==> src/rtl/imm_encoder_if.sv <==
// Request/response bundle for the streaming immediate encoder.
// Request side : in_valid, in_ready, in_imm[31:0], in_src[3:0], in_split_en
// Response side: out_valid, out_ready, out_field[25:0], out_src[3:0], out_last,
//                out_err_range, out_err_align
// master: the agent that issues requests and consumes beats; slave: the encoder.
interface imm_encoder_if;
   logic        in_valid;
   logic        in_ready;
   logic [31:0] in_imm;
   logic [3:0]  in_src;
   logic        in_split_en;
   logic        out_valid;
   logic        out_ready;
   logic [25:0] out_field;
   logic [3:0]  out_src;
   logic        out_last;
   logic        out_err_range;
   logic        out_err_align;

   modport master (
      output in_valid, in_imm, in_src, in_split_en, out_ready,
      input  in_ready, out_valid, out_field, out_src, out_last,
             out_err_range, out_err_align
   );

   modport slave (
      input  in_valid, in_imm, in_src, in_split_en, out_ready,
      output in_ready, out_valid, out_field, out_src, out_last,
             out_err_range, out_err_align
   );
endinterface

==> src/rtl/imm_encoder.sv <==
// Streaming immediate encoder: inverse of the immediate extender. Packs a
// 32-bit constant into the 26-bit raw field for the requested imm_src, or
// splits a non-representable constant into a d-upper / d-lower beat pair.
// Ports:
//   clk    - clock, all state on rising edge
//   rst    - synchronous active-high reset
//   enc_if - imm_encoder_if.slave request/response bundle
module imm_encoder (
   input  logic          clk,
   input  logic          rst,
   imm_encoder_if.slave  enc_if
);
   localparam int unsigned FieldW = 26;
   localparam int unsigned LoW    = 11;

   typedef enum logic {IDLE, LO_PEND} state_e;

   state_e              state_q, state_d;
   logic [LoW-1:0]      lo_q, lo_d;
   logic                out_valid_q, out_valid_d;
   logic [FieldW-1:0]   out_field_q, out_field_d;
   logic [3:0]          out_src_q, out_src_d;
   logic                out_last_q, out_last_d;
   logic                err_range_q, err_range_d;
   logic                err_align_q, err_align_d;

   logic                in_ready_c;
   logic                accept_c;
   logic [FieldW-1:0]   enc_field_c;
   logic                fits_c;
   logic                align_ok_c;
   logic                split_c;
   logic                sext_c;
   logic [31:0]         imm_c;

   assign imm_c  = enc_if.in_imm;
   assign sext_c = ~enc_if.in_src[0];

   // Format encode and representability check for the incoming request.
   always_comb begin
      enc_field_c = '0;
      fits_c      = 1'b0;
      align_ok_c  = 1'b1;
      unique case (enc_if.in_src[3:1])
         3'b000: begin
            enc_field_c = {imm_c[15:0], 10'b0};
            fits_c = sext_c ? (&imm_c[31:15] | ~|imm_c[31:15]) : ~|imm_c[31:16];
         end
         3'b010: begin
            enc_field_c = {imm_c[15:5], 10'b0, imm_c[4:0]};
            fits_c = sext_c ? (&imm_c[31:15] | ~|imm_c[31:15]) : ~|imm_c[31:16];
         end
         3'b100: begin
            enc_field_c = {imm_c[17:7], 10'b0, imm_c[6:2]};
            fits_c = sext_c ? (&imm_c[31:17] | ~|imm_c[31:17]) : ~|imm_c[31:18];
            align_ok_c = ~|imm_c[1:0];
         end
         3'b110: begin
            enc_field_c = {imm_c[20:0], 5'b0};
            fits_c = sext_c ? (&imm_c[31:20] | ~|imm_c[31:20]) : ~|imm_c[31:21];
         end
         default: begin
            // d upper: only the high 21 bits are carried
            enc_field_c = {imm_c[31:11], 5'b0};
            fits_c = ~|imm_c[10:0];
         end
      endcase
   end

   assign split_c = enc_if.in_split_en & ~(fits_c & align_ok_c);

   // Next-state and output-register load; outputs hold while stalled.
   always_comb begin
      state_d     = state_q;
      lo_d        = lo_q;
      out_valid_d = out_valid_q & ~enc_if.out_ready;
      out_field_d = out_field_q;
      out_src_d   = out_src_q;
      out_last_d  = out_last_q;
      err_range_d = err_range_q;
      err_align_d = err_align_q;
      in_ready_c  = 1'b0;
      accept_c    = 1'b0;
      unique case (state_q)
         IDLE: begin
            in_ready_c = ~out_valid_q | enc_if.out_ready;
            accept_c   = enc_if.in_valid & in_ready_c;
            if (accept_c) begin
               out_valid_d = 1'b1;
               if (split_c) begin
                  out_field_d = {imm_c[31:11], 5'b0};
                  out_src_d   = 4'b1110;
                  out_last_d  = 1'b0;
                  err_range_d = 1'b0;
                  err_align_d = 1'b0;
                  lo_d        = imm_c[10:0];
                  state_d     = LO_PEND;
               end else begin
                  out_field_d = enc_field_c;
                  out_src_d   = enc_if.in_src;
                  out_last_d  = 1'b1;
                  err_range_d = ~fits_c;
                  err_align_d = ~align_ok_c;
               end
            end
         end
         LO_PEND: begin
            // beat 1 is always valid here; load beat 2 when it is taken
            if (enc_if.out_ready) begin
               out_valid_d = 1'b1;
               out_field_d = {10'b0, lo_q, 5'b0};
               out_src_d   = 4'b1101;
               out_last_d  = 1'b1;
               err_range_d = 1'b0;
               err_align_d = 1'b0;
               state_d     = IDLE;
            end
         end
         default: state_d = IDLE;
      endcase
   end

   always_ff @(posedge clk) begin
      if (rst) begin
         state_q     <= IDLE;
         lo_q        <= '0;
         out_valid_q <= 1'b0;
         out_field_q <= '0;
         out_src_q   <= '0;
         out_last_q  <= 1'b0;
         err_range_q <= 1'b0;
         err_align_q <= 1'b0;
      end else begin
         state_q     <= state_d;
         lo_q        <= lo_d;
         out_valid_q <= out_valid_d;
         out_field_q <= out_field_d;
         out_src_q   <= out_src_d;
         out_last_q  <= out_last_d;
         err_range_q <= err_range_d;
         err_align_q <= err_align_d;
      end
   end

   assign enc_if.in_ready      = in_ready_c;
   assign enc_if.out_valid     = out_valid_q;
   assign enc_if.out_field     = out_field_q;
   assign enc_if.out_src       = out_src_q;
   assign enc_if.out_last      = out_last_q;
   assign enc_if.out_err_range = err_range_q;
   assign enc_if.out_err_align = err_align_q;
endmodule

==> src/flat_wrapper.sv <==
// flat-port wrapper written by rule: the top's interface ports become plain ports
module imm_encoder_flat 
  (clk, rst, enc_if_in_valid, enc_if_in_imm, enc_if_in_src, enc_if_in_split_en, enc_if_out_ready, enc_if_in_ready, enc_if_out_valid, enc_if_out_field, enc_if_out_src, enc_if_out_last, enc_if_out_err_range, enc_if_out_err_align);
  imm_encoder_if enc_if_i ();
  input  logic clk;
  input  logic rst;
  input wire logic [$bits(enc_if_i.in_valid)-1:0] enc_if_in_valid;
  input wire logic [$bits(enc_if_i.in_imm)-1:0] enc_if_in_imm;
  input wire logic [$bits(enc_if_i.in_src)-1:0] enc_if_in_src;
  input wire logic [$bits(enc_if_i.in_split_en)-1:0] enc_if_in_split_en;
  input wire logic [$bits(enc_if_i.out_ready)-1:0] enc_if_out_ready;
  output wire logic [$bits(enc_if_i.in_ready)-1:0] enc_if_in_ready;
  output wire logic [$bits(enc_if_i.out_valid)-1:0] enc_if_out_valid;
  output wire logic [$bits(enc_if_i.out_field)-1:0] enc_if_out_field;
  output wire logic [$bits(enc_if_i.out_src)-1:0] enc_if_out_src;
  output wire logic [$bits(enc_if_i.out_last)-1:0] enc_if_out_last;
  output wire logic [$bits(enc_if_i.out_err_range)-1:0] enc_if_out_err_range;
  output wire logic [$bits(enc_if_i.out_err_align)-1:0] enc_if_out_err_align;
  assign enc_if_i.in_valid = enc_if_in_valid;
  assign enc_if_i.in_imm = enc_if_in_imm;
  assign enc_if_i.in_src = enc_if_in_src;
  assign enc_if_i.in_split_en = enc_if_in_split_en;
  assign enc_if_i.out_ready = enc_if_out_ready;
  assign enc_if_in_ready = enc_if_i.in_ready;
  assign enc_if_out_valid = enc_if_i.out_valid;
  assign enc_if_out_field = enc_if_i.out_field;
  assign enc_if_out_src = enc_if_i.out_src;
  assign enc_if_out_last = enc_if_i.out_last;
  assign enc_if_out_err_range = enc_if_i.out_err_range;
  assign enc_if_out_err_align = enc_if_i.out_err_align;
  imm_encoder u_core (.clk(clk), .rst(rst), .enc_if(enc_if_i));
endmodule
==> config.mk <==
export PLATFORM = sky130hd
export DESIGN_NAME = imm_encoder_flat
export DESIGN_NICKNAME = d
export VERILOG_FILES = /design/src/rtl/imm_encoder_if.sv /design/src/rtl/imm_encoder.sv /design/src/flat_wrapper.sv
export SDC_FILE = /design/constraint.sdc
export NUM_CORES = 1
export LEC_CHECK = 0
export CAP_MARGIN = 20
export CORE_MARGIN = 1
export CORE_UTILIZATION = 51
export CTS_CLUSTER_SIZE = 40
export DETAILED_ROUTE_END_ITERATION = 10
export PLACE_DENSITY = 0.9
export SYNTH_ARGS = -nofsm -noshare
export SYNTH_HDL_FRONTEND = slang
export SYNTH_SLANG_ARGS = --single-unit
export TNS_END_PERCENT = 100
==> constraint.sdc <==
create_clock -name clk -period 6.16 [get_ports clk]
set_input_delay 1.848 -clock clk [delete_from_list [all_inputs] [get_ports clk]]
set_output_delay 1.848 -clock clk [all_outputs]
set_load 0.05 [all_outputs]
==> impl_metrics.sql <==
INSERT INTO impl_metrics (metric_group, metric, value, unit) VALUES
('floorplan', 'design.portCount', '76', ''),
('global_route', 'antenna_violations_before_repair', '0', ''),
('worst_setup_path', 'setup.worst_path.start_class', 'primary input', ''),
('global_route', 'first_pass_grt_wire_length', '11.4', 'mm'),
('worst_setup_path', 'critical_path.n_buffers_inverters', '3', ''),
('final_layout', 'final.fill_count', '384', ''),
('logic_synthesis', 'dominantRegCellSynth', 'sky130_fd_sc_hd__dfxtp_1', ''),
('clock_network', 'h-tree-depth', '2', ''),
('clock_network', 'worst_setup_hold_path_clk_slew', '0.08', 'ns'),
('routing', 'drt_first_pass_iters', '5', ''),
('outcome', 'run_status', 'finished, final reports clean', ''),
('clock_network', 'postCtsSetupBuffers', '0', ''),
('floorplan', 'dieArea', '5350', 'sq um'),
('logic_synthesis', 'syn_area_per_cell', '8.69', 'sq um'),
('clock_network', 'tritoncts_clock_tree', 'built', ''),
('logic_synthesis', 'synthesized_nets', '338', ''),
('routing', 'post_drt_via_cell_ratio', '6.06', ''),
('routing', 'via_count', '2644', ''),
('placement', 'io_buffers', '75', ''),
('final_layout', 'final_cell_area', '3450', 'sq um'),
('timing', 'setup_viol', '0', ''),
('floorplan', 'chipHeight', '73.1', 'um'),
('clock_network', 'cts_hold_buffers', '0', ''),
('timing', 'period_minus_slack', '5.34', 'ns'),
('logic_synthesis', 'combinational_family_with_the_most_area_after_synthesis', 'compound AO/OA/AOI/OAI gates', ''),
('worst_setup_path', 'worst-endpoint-arrival', '3.49', 'ns'),
('timing', 'fin_worst_skew', '0.00740', 'ns'),
('worst_setup_path', 'worstReg2RegEnd', 'u_core.enc_if.out_field[10]', ''),
('clock_network', 'post_cts_resize_count', '0', ''),
('worst_setup_path', 'critical_path.slowest_cell', 'sky130_fd_sc_hd__clkdlybuf4s50_1', ''),
('floorplan', 'core_area', '4790', 'sq um'),
('logic_synthesis', 'synth-seq-area-share', '35.7', '%'),
('clock_network', 'cts-buffers-inserted', '5', ''),
('timing', 'layout_worst_path_cycle_share', '86.6', '%'),
('power_and_ir_drop', 'total_power', '0.773', 'mW'),
('worst_setup_path', 'cp_most_frequent_cell', 'sky130_fd_sc_hd__clkdlybuf4s50_1', ''),
('logic_synthesis', 'synth.distinct_cells', '52', ''),
('worst_setup_path', 'critical_path.max_stage_delay', '0.85', 'ns'),
('power_and_ir_drop', 'total_leakage_power', '1.32', 'nW'),
('worst_setup_path', 'timing.critical_path.fanout_max', '3', ''),
('timing', 'finalHoldWorstSlack', '0.458', 'ns'),
('logic_synthesis', 'yosys_register_bits', '46', ''),
('clock_network', 'clk_path_buf_depth', '2', ''),
('logic_synthesis', 'synth_xor_area_share', '0', '%'),
('routing', 'initialDrtViolationCount', '252', ''),
('placement', 'dp_hpwl', '5.32', 'mm'),
('timing', 'timing_hold_violations_final', '0', ''),
('power_and_ir_drop', 'power.density_cell_area', '224', 'nW/um^2'),
('routing', 'postRouteAntennaNets', '0', ''),
('timing', 'summed_negative_setup_slack_over_all_endpoints', '0', 'ns'),
('worst_setup_path', 'largest_delay_contributor_family_on_the_critical_path', 'buffers and inverters', ''),
('logic_synthesis', 'synthDominantCellAreaShare', '35.7', '%'),
('worst_hold_path', 'timing.hold.worst.start', 'u_core.enc_if.out_field[4]', ''),
('final_layout', 'final_nets', '409', ''),
('logic_synthesis', 'synth_async_sr_flop_share', '0', '%'),
('timing', 'finalWorstSetupSlack', '0.824', 'ns'),
('global_route', 'grt_pass1_vias', '2338', ''),
('worst_setup_path', 'critical_path.endpoint', 'enc_if_in_ready', ''),
('placement', 'dp_worst_setup_slack', '0.821', 'ns'),
('clock_network', 'cts-root-buf', 'sky130_fd_sc_hd__clkbuf_8', ''),
('timing', 'max_clock_freq', '187', 'MHz'),
('worst_setup_path', 'cell_by_cell_trace_of_the_critical_path', 'clkdlybuf4s50_1, inv_1, a21oi_1, clkdlybuf4s50_1', ''),
('logic_synthesis', 'yosys-top-cells-area', 'sky130_fd_sc_hd__dfxtp_1 36%, sky130_fd_sc_hd__mux2i_1 12%, sky130_fd_sc_hd__o21ai_2 3.7%, sky130_fd_sc_hd__nand2_1 3.6%, sky130_fd_sc_hd__nor2_1 3.6%', ''),
('logic_synthesis', 'syn-instance-count', '297', ''),
('worst_setup_path', 'critical_path_required', '4.31', 'ns'),
('worst_setup_path', 'worstSetupStartpoint', 'enc_if_out_ready', ''),
('logic_synthesis', 'synth_edf_count', '0', ''),
('final_layout', 'num_antenna_cells', '0', ''),
('worst_setup_path', 'regToRegSetupSlack', '3.85', 'ns'),
('worst_hold_path', 'min_path_type', 'flip-flop to flip-flop', ''),
('global_route', 'grt_start_max_net_pins', '33', '');
-- cells in the final DEF (no fill, tap or decap), drive strengths merged, types with 5 or more instances in the layout --
master	Yosys	layout
a21oi	13	13
a22oi	11	11
and3	7	7
buf	9	5
clkbuf	7	6
clkdlybuf4s50	0	75
dfxtp	46	46
inv	16	16
mux2i	31	31
nand2	26	26
nor2	25	25
nor3	9	9
nor4	6	6
o21ai	25	25
o22a	5	5
o22ai	12	12
-- routing by layer --
metal / vias up / global-route usage [%] / wire, um
met5: - / 0 / 0
met1: 1229 / 36.3 / 3100
met2: 153 / 45.9 / 3360
li1: 1241 / - / -
met4: 0 / 10.5 / 173
met3: 21 / 5.25 / 664
-- synth_stat cells, types with 5 or more instances --
master                     number
sky130_fd_sc_hd__dfxtp_1       46
sky130_fd_sc_hd__mux2i_1       31
sky130_fd_sc_hd__nand2_1       25
sky130_fd_sc_hd__nor2_1        25
sky130_fd_sc_hd__inv_1         16
sky130_fd_sc_hd__o21ai_0       14
sky130_fd_sc_hd__a21oi_1       13
sky130_fd_sc_hd__o22ai_1       12
sky130_fd_sc_hd__a22oi_1       11
sky130_fd_sc_hd__o21ai_2       11
sky130_fd_sc_hd__nor3_1         9
sky130_fd_sc_hd__and3_1         7
sky130_fd_sc_hd__clkbuf_1       7
sky130_fd_sc_hd__o22a_1         5
-- cells by family (layout without fill, tap and decap cells) --
kind of cell	after synthesis	in the layout
flip-flops	46	46
AO/OA/AOI/OAI	89	89
AND/OR/NAND/NOR	99	99
buffers and inverters	32	104
multiplexers	31	31
-- cell type report --
class | instances | area (sq um) | area share [%]
multi-input combinational | 219 | 1500 | 43.4
sequential | 46 | 921 | 26.7
clock buffer | 6 | 82.6 | 2.40
clock inverter | 2 | 12.5 | 0.363
inverter | 16 | 60.1 | 1.74
timing repair buffer | 80 | 792 | 23.0
tap | 67 | 83.8 | 2.43
-- through the flow --
step	instances	util [%]
4_1_cts	434	71.6
5_1_grt	436	72.0
6_report	436	72.0
2_1_floorplan	297	-
3_3_place_gp	426	69.6
3_5_place_dp	426	69.6
-- sequential cells by signal, indices dropped and copies added (netlist names) --
register	cells
u_core.enc_if.out_field	26
u_core.lo_q	11
u_core.enc_if.out_src	4
u_core.enc_if.out_err_align	1
u_core.enc_if.out_err_range	1
u_core.enc_if.out_last	1
u_core.enc_if.out_valid	1
u_core.state_q	1
-- report_power, final --
| part | total [mW] | switching, mW | internal [mW] |
|---|---|---|---|
| registers | 0.333 | 0.0129 | 0.320 |
| clock network | 0.198 | 0.107 | 0.0903 |
| logic | 0.242 | 0.148 | 0.0940 |
| total | 0.773 | 0.269 | 0.504 |
-- worst reg2reg max path: cells and delay by family (launching register included) --
family	cells	cell delay (ns)
AND/OR/NAND/NOR	3	1.27
AO/OA/AOI/OAI	2	0.52
flip-flops	1	0.46
-- worst min path at each step --
stage	to	slack, ns	cells past startpoint
floorplan	u_core.lo_q[1]	0.45	2
global placement	u_core.enc_if.out_field[21]	0.44	2
detailed placement	u_core.enc_if.out_field[4]	0.44	2
CTS	u_core.enc_if.out_field[4]	0.46	2
global route	u_core.enc_if.out_field[18]	0.47	2
finish	u_core.enc_if.out_field[4]	0.46	2
Power figures use the tool's default switching activity.
